File: src/rtl/wb_stage_if.sv
// Bundle of MEM-to-WB inputs and register-bank write-port outputs for wb_stage.
// The slave modport is the stage itself; the master modport is whoever drives the MEM side.
interface wb_stage_if #(
    parameter int DATA_WIDTH     = 32,
    parameter int REG_ADDR_WIDTH = 5,
    parameter int COUNT_WIDTH    = 16
);
    logic                      i_stall;
    logic                      i_flush;
    logic                      i_valid;
    logic [1:0]                i_wb;
    logic                      i_link;
    logic [2:0]                i_ldtype;
    logic [DATA_WIDTH-1:0]     i_aluresult;
    logic [DATA_WIDTH-1:0]     i_readdata;
    logic [DATA_WIDTH-1:0]     i_pcplus;
    logic [REG_ADDR_WIDTH-1:0] i_rd;
    logic                      o_write;
    logic [REG_ADDR_WIDTH-1:0] o_writereg;
    logic [DATA_WIDTH-1:0]     o_writedata;
    logic                      o_valid;
    logic [COUNT_WIDTH-1:0]    o_retired;

    modport slave (
        input  i_stall, i_flush, i_valid, i_wb, i_link, i_ldtype,
               i_aluresult, i_readdata, i_pcplus, i_rd,
        output o_write, o_writereg, o_writedata, o_valid, o_retired
    );

    modport master (
        output i_stall, i_flush, i_valid, i_wb, i_link, i_ldtype,
               i_aluresult, i_readdata, i_pcplus, i_rd,
        input  o_write, o_writereg, o_writedata, o_valid, o_retired
    );
endinterface

File: src/rtl/wb_stage.sv
// MIPS write-back stage: MEM/WB register, load byte/half formatting, result select,
// register-bank write port and a saturating retired-instruction counter.
module wb_stage #(
    parameter int DATA_WIDTH     = 32,
    parameter int REG_ADDR_WIDTH = 5,
    parameter int COUNT_WIDTH    = 16
) (
    input  logic      i_clock,
    input  logic      i_reset,
    wb_stage_if.slave bus
);
    localparam logic [2:0] LD_LH  = 3'b001;
    localparam logic [2:0] LD_LHU = 3'b010;
    localparam logic [2:0] LD_LB  = 3'b011;
    localparam logic [2:0] LD_LBU = 3'b100;

    logic                      valid_p0;
    logic                      regwrite_p0;
    logic                      memtoreg_p0;
    logic                      link_p0;
    logic [2:0]                ldtype_p0;
    logic [DATA_WIDTH-1:0]     aluresult_p0;
    logic [DATA_WIDTH-1:0]     readdata_p0;
    logic [DATA_WIDTH-1:0]     pcplus_p0;
    logic [REG_ADDR_WIDTH-1:0] rd_p0;
    logic [COUNT_WIDTH-1:0]    retired;
    logic [DATA_WIDTH-1:0]     writedata;

    // Little-endian extraction; unknown load types fall back to a full word.
    function automatic logic [DATA_WIDTH-1:0] format_load(
        input logic [2:0]            ldtype,
        input logic [1:0]            off,
        input logic [DATA_WIDTH-1:0] word
    );
        logic signed [7:0]  byte_s;
        logic signed [15:0] half_s;
        byte_s = word[{off, 3'b000} +: 8];
        half_s = off[1] ? word[31:16] : word[15:0];
        case (ldtype)
            LD_LH:   format_load = DATA_WIDTH'(half_s);
            LD_LHU:  format_load = DATA_WIDTH'($unsigned(half_s));
            LD_LB:   format_load = DATA_WIDTH'(byte_s);
            LD_LBU:  format_load = DATA_WIDTH'($unsigned(byte_s));
            default: format_load = word;
        endcase
    endfunction

    function automatic logic [COUNT_WIDTH-1:0] sat_inc(
        input logic [COUNT_WIDTH-1:0] cnt,
        input logic                   en
    );
        if (en && (cnt != '1)) sat_inc = cnt + COUNT_WIDTH'(1);
        else                   sat_inc = cnt;
    endfunction

    // MEM/WB boundary: flush beats stall; the counter samples the slot before it changes.
    always_ff @(posedge i_clock or negedge i_reset) begin
        if (!i_reset) begin
            valid_p0     <= 1'b0;
            regwrite_p0  <= 1'b0;
            memtoreg_p0  <= 1'b0;
            link_p0      <= 1'b0;
            ldtype_p0    <= '0;
            aluresult_p0 <= '0;
            readdata_p0  <= '0;
            pcplus_p0    <= '0;
            rd_p0        <= '0;
            retired      <= '0;
        end else begin
            retired <= sat_inc(retired, valid_p0);
            if (bus.i_flush) begin
                valid_p0    <= 1'b0;
                regwrite_p0 <= 1'b0;
            end else if (!bus.i_stall) begin
                valid_p0     <= bus.i_valid;
                regwrite_p0  <= bus.i_wb[1];
                memtoreg_p0  <= bus.i_wb[0];
                link_p0      <= bus.i_link;
                ldtype_p0    <= bus.i_ldtype;
                aluresult_p0 <= bus.i_aluresult;
                readdata_p0  <= bus.i_readdata;
                pcplus_p0    <= bus.i_pcplus;
                rd_p0        <= bus.i_rd;
            end
        end
    end

    always_comb begin
        writedata = aluresult_p0;
        if (link_p0)          writedata = pcplus_p0;
        else if (memtoreg_p0) writedata = format_load(ldtype_p0, aluresult_p0[1:0], readdata_p0);
    end

    assign bus.o_write     = valid_p0 && regwrite_p0 && (rd_p0 != '0);
    assign bus.o_writereg  = rd_p0;
    assign bus.o_writedata = writedata;
    assign bus.o_valid     = valid_p0;
    assign bus.o_retired   = retired;
endmodule
File: src/flat_wrapper.sv
// flat-port wrapper written by rule: the top's interface ports become plain ports
module wb_stage_flat 
#(
    parameter int DATA_WIDTH     = 32,
    parameter int REG_ADDR_WIDTH = 5,
    parameter int COUNT_WIDTH    = 16
)
  (i_clock, i_reset, bus_i_stall, bus_i_flush, bus_i_valid, bus_i_wb, bus_i_link, bus_i_ldtype, bus_i_aluresult, bus_i_readdata, bus_i_pcplus, bus_i_rd, bus_o_write, bus_o_writereg, bus_o_writedata, bus_o_valid, bus_o_retired);
  wb_stage_if #(.DATA_WIDTH(DATA_WIDTH), .REG_ADDR_WIDTH(REG_ADDR_WIDTH), .COUNT_WIDTH(COUNT_WIDTH)) bus_i ();
  input  logic i_clock;
  input  logic i_reset;
  input wire logic [$bits(bus_i.i_stall)-1:0] bus_i_stall;
  input wire logic [$bits(bus_i.i_flush)-1:0] bus_i_flush;
  input wire logic [$bits(bus_i.i_valid)-1:0] bus_i_valid;
  input wire logic [$bits(bus_i.i_wb)-1:0] bus_i_wb;
  input wire logic [$bits(bus_i.i_link)-1:0] bus_i_link;
  input wire logic [$bits(bus_i.i_ldtype)-1:0] bus_i_ldtype;
  input wire logic [$bits(bus_i.i_aluresult)-1:0] bus_i_aluresult;
  input wire logic [$bits(bus_i.i_readdata)-1:0] bus_i_readdata;
  input wire logic [$bits(bus_i.i_pcplus)-1:0] bus_i_pcplus;
  input wire logic [$bits(bus_i.i_rd)-1:0] bus_i_rd;
  output wire logic [$bits(bus_i.o_write)-1:0] bus_o_write;
  output wire logic [$bits(bus_i.o_writereg)-1:0] bus_o_writereg;
  output wire logic [$bits(bus_i.o_writedata)-1:0] bus_o_writedata;
  output wire logic [$bits(bus_i.o_valid)-1:0] bus_o_valid;
  output wire logic [$bits(bus_i.o_retired)-1:0] bus_o_retired;
  assign bus_i.i_stall = bus_i_stall;
  assign bus_i.i_flush = bus_i_flush;
  assign bus_i.i_valid = bus_i_valid;
  assign bus_i.i_wb = bus_i_wb;
  assign bus_i.i_link = bus_i_link;
  assign bus_i.i_ldtype = bus_i_ldtype;
  assign bus_i.i_aluresult = bus_i_aluresult;
  assign bus_i.i_readdata = bus_i_readdata;
  assign bus_i.i_pcplus = bus_i_pcplus;
  assign bus_i.i_rd = bus_i_rd;
  assign bus_o_write = bus_i.o_write;
  assign bus_o_writereg = bus_i.o_writereg;
  assign bus_o_writedata = bus_i.o_writedata;
  assign bus_o_valid = bus_i.o_valid;
  assign bus_o_retired = bus_i.o_retired;
  wb_stage #(.DATA_WIDTH(DATA_WIDTH), .REG_ADDR_WIDTH(REG_ADDR_WIDTH), .COUNT_WIDTH(COUNT_WIDTH)) u_core (.i_clock(i_clock), .i_reset(i_reset), .bus(bus_i));
endmodule
File: config.mk
export PLATFORM = sky130hd
export DESIGN_NAME = wb_stage_flat
export DESIGN_NICKNAME = d
export VERILOG_FILES = /design/src/rtl/wb_stage_if.sv /design/src/rtl/wb_stage.sv /design/src/flat_wrapper.sv
export SDC_FILE = /design/constraint.sdc
export NUM_CORES = 1
export LEC_CHECK = 0
export CAP_MARGIN = 10
export CORE_MARGIN = 10
export CORE_UTILIZATION = 48
export CTS_CLUSTER_SIZE = 30
export DETAILED_ROUTE_END_ITERATION = 10
export PLACE_DENSITY = 0.8
export SYNTH_ARGS = -nofsm -noshare
export SYNTH_HDL_FRONTEND = slang
export SYNTH_SLANG_ARGS = --single-unit
export TNS_END_PERCENT = 5
File: constraint.sdc
create_clock -name i_clock -period 2.2 [get_ports i_clock]
set_input_delay 0.44 -clock i_clock [delete_from_list [all_inputs] [get_ports i_clock]]
set_output_delay 0.44 -clock i_clock [all_outputs]
set_load 0.02 [all_outputs]
==> results of run 1 <==
[through the flow]
| stage | setup slack [ns] | power (mW) |
|---|---|---|
| global route | -0.424 | 8.62 |
| finish | -0.310 | 8.23 |
| CTS | -0.324 | 8.15 |
| detailed placement | -0.449 | 5.40 |
| floorplan | 0.0275 | 4.16 |
| global placement | -0.322 | 5.33 |
[synth_stat cells, types with 2 or more instances]
cell      number
nand4_1        3
inv_1         11
dfrtp_1      124
nand2_1       64
buf_2         17
o221ai_1       6
a22oi_1        2
and3_1         3
a31oi_1        2
xnor2_1        9
or2_2          2
nor2_1        15
mux2i_1        3
o22ai_1       24
nor2b_1        7
buf_6          2
o21ai_0       31
or3_1          2
a221oi_1       6
o31ai_1        6
and4_1         3
nor3_1         2
clkbuf_1      12
mux2_2       105
nand3_1        9
xor2_1         4
a21oi_1       31
o21a_1         7
[cell families (layout without fill, tap and decap cells)]
family,count (synthesis),in the layout,synth area share
compound gates,124,124,0.133
xor+xnor,14,14,0.0217
fa+ha+maj,1,1,0.00208
buf+inv,45,263,0.0348
flops,124,124,0.516
mux,109,109,0.204
simple gates,116,116,0.0883
[cells in the final DEF, fill, tap and decap left out, drive strengths merged, types with 2 or more instances in the layout]
| cell type | netlist | final |
|---|---|---|
| o21a | 7 | 7 |
| o221ai | 6 | 6 |
| clkdlybuf4s50 | 0 | 132 |
| clkinvlp | 0 | 2 |
| clkinv | 1 | 10 |
| or2 | 2 | 2 |
| mux2 | 106 | 106 |
| clkbuf | 12 | 20 |
| nor2b | 7 | 7 |
| o21ai | 31 | 31 |
| o31ai | 7 | 7 |
| a221oi | 7 | 7 |
| nand2 | 64 | 64 |
| xor2 | 4 | 4 |
| a21oi | 31 | 31 |
| a22oi | 2 | 2 |
| nor3 | 2 | 2 |
| and4 | 3 | 3 |
| and3 | 3 | 3 |
| o22ai | 24 | 24 |
| inv | 11 | 11 |
| bufinv | 0 | 2 |
| mux2i | 3 | 3 |
| dfrtp | 124 | 124 |
| nor2 | 16 | 16 |
| nand4 | 3 | 3 |
| nand3 | 9 | 9 |
| or3 | 2 | 2 |
| a31oi | 3 | 3 |
| xnor2 | 10 | 10 |
| buf | 21 | 85 |
[worst max-delay path, stage by stage, from the launching register on]
cell and delay (ns):
dfrtp_2 0.46, nor2_4 0.21, buf_4 0.17, xnor2_4 0.11
o21ai_1 0.17, a221oi_2 0.06, o31ai_2 0.28, buf_4 0.20
[power by group through the flow]
stage          logic (mW)  clock network, mW  registers, mW
2_1_floorplan        1.26                  0           2.91
3_3_place_gp         2.43                  0           2.90
3_5_place_dp         2.47                  0           2.92
4_1_cts              2.52               2.74           2.89
5_1_grt              2.82               2.87           2.93
6_report             2.63               2.70           2.89
[area by class of cell]
class	count	area share
Inverter	12	0.00505
Tap cell	168	0.0236
Clock inverter	13	0.0139
Timing Repair Buffer	219	0.233
Clock buffer	19	0.0508
Multi-Input combinational cell	364	0.325
Sequential cell	124	0.348
[flip-flops by register name, summed over array words and instances (netlist names), 3 cells and up]
name / cells
u_core.bus.o_retired: 16
u_core.ldtype_p0: 3
u_core.pcplus_p0: 32
u_core.readdata_p0: 32
u_core.bus.o_writereg: 5
u_core.aluresult_p0: 32
[per-layer routing]
layer / share of wire / routed length [um] / track usage
met1: 0.42 / 7650 / 0.251
met2: 0.49 / 9000 / 0.337
met3: 0.067 / 1240 / 0.0663
met4: 0.028 / 511 / 0.0909
met5: 0 / 0 / 0
[final timing paths]
path	end	slack, ns	cells past startpoint
max in group asynchronous	u_core.bus.o_retired[2]	1.04	3
min	u_core.aluresult_p0[22]	0.51	2
max	bus_o_writedata[1]	-0.31	7
min reg2reg	u_core.aluresult_p0[17]	0.51	1
max reg2reg	u_core.bus.o_retired[1]	0.51	5
min in group i_clock	u_core.aluresult_p0[17]	0.51	1
[repair_timing]
item	4_1_cts	5_1_grt
setup buffers	3	1
hold buffers	1	0
setup endpoints to repair	33	32
endpoints found under the hold margin	31	0
cloned	1	0
resized for setup	184	34
pin swaps	8	8
==> impl_results.md, run 1 <==
* Initial antenna violation count at 0
* Largest cells by area after synthesis: dfrtp_1 52%, mux2_2 20%, nand2_1 4.0%
* Ys async rst share at 1.00
* Longest Clk Path Bufs at 2
* Row cnt at 40
* Setup violators final at 32
* Multi-input logic area at 2900 sq um
* Vias per cell at 5.53
* Slew Limit Fails at 0
* Period utilisation layout at 1.14
* DP HPWL at 13.4 mm
* Relative slew margins at 0.688
* Crit path DAT at 2.07 ns
* N_diodes at 0
* Sw Share at 0.316
* # fillers at 856
* DIE AREA at 17,400 sq um
* Area post-placement at 8160 sq um
* CTS tree: built
* Synthesized area per cell at 11.3 sq um
* Startpoint types: register
* DR WL/cell at 20.0 um
* Power per cell area at 923 nW/um^2
* Worst Setup End Kind: output port
* Global-route wire length before repair at 29.4 mm
* Period minus WS final at 2.51 ns
* Register area share after synthesis at 0.516
* Final cell count without fillers at 919
* Setup ws final at -0.310 ns
* Netlist cell types at 49
* Overall routing resource usage at 0.209
* Clock transition at path regs at 0.06 ns
* Worst-case hold slack at 0.506 ns
* Fin nets at 851
* Comb pwr share at 0.320
* NetSw at 2.60 mW
* Max Cap Viol at 0
* Overall routed net length at 18.4 mm
* FMAX at 398 MHz
* Vias in the first global route at 5,505
* CP max FO at 7
* Vias at 5,086
* Main flop type after synthesis: dfrtp_1
* DRC Markers at 0
* Share of layout cells above drive strength 1 at 0.353
* Critical path class: reg2out
* RSZ-0062 raised after global routing: yes
* DIE HEIGHT at 132 um
* Post-layout util at 0.736
* Sum Neg Setup Slack at -8.01 ns
* Clk sink count at 124
* Drt first pass iters at 5
* Mapped Nets at 646
* # port buffers at 166
* Worst-Margin Slew at 0.468 ns
* Synth Instances at 533
* Layout Skew at 0.00335 ns
* Register area at 3110 sq um
* Fin. Hold Viols at 0
* Worst EP required at 1.76 ns
* Chip width at 132 um
* FF-to-FF Start: u_core.bus.o_retired[8]
* Outcome: finished with violations
* Part of the power in the clock network at 0.328
* Final instance area at 8910 sq um
* Synth top area share at 0.516
* ANT nets after route at 0
* Pint at 5.63 mW
* Pin count of the biggest net entering global routing at 76
* Worst Setup SP: u_core.ldtype_p0[1]
* Flops & latches, synth at 124
* Inst Count DP at 881
* Mapped Area at 6010 sq um
* Initial Util at 0.496
* Syn-to-layout area delta at 48.3%
* Yosys Warn Count at 0
* Synth area leader: dfrtp_1
* Flop pwr share at 0.352
* Peak VDD IR at 0.000674 V
* Min-Delay Path Class: in2async
* Num CTS Buffers at 17
* Post-synth EDFFs at 0
* Grt ovf at 0
* DRT iter0 DRCs at 330
* Placer Congestion at 0.943
* Cell leakage power at 3.73 nW
* Failing checks: negative setup slack
* Clk_lat worst skew at 0.41 ns
* Core area at 12,100 sq um
* H-tree levels at 4
* Clk root buf: clkbuf_16
* Ports at 167
Power figures use the tool's default switching activity.
==> run 2, diff against run 1 <==
Settings changed: SLEW_MARGIN set to 20.
==> results of run 2 <==
The final DEF is identical to that of run 1; final timing and power are the same.
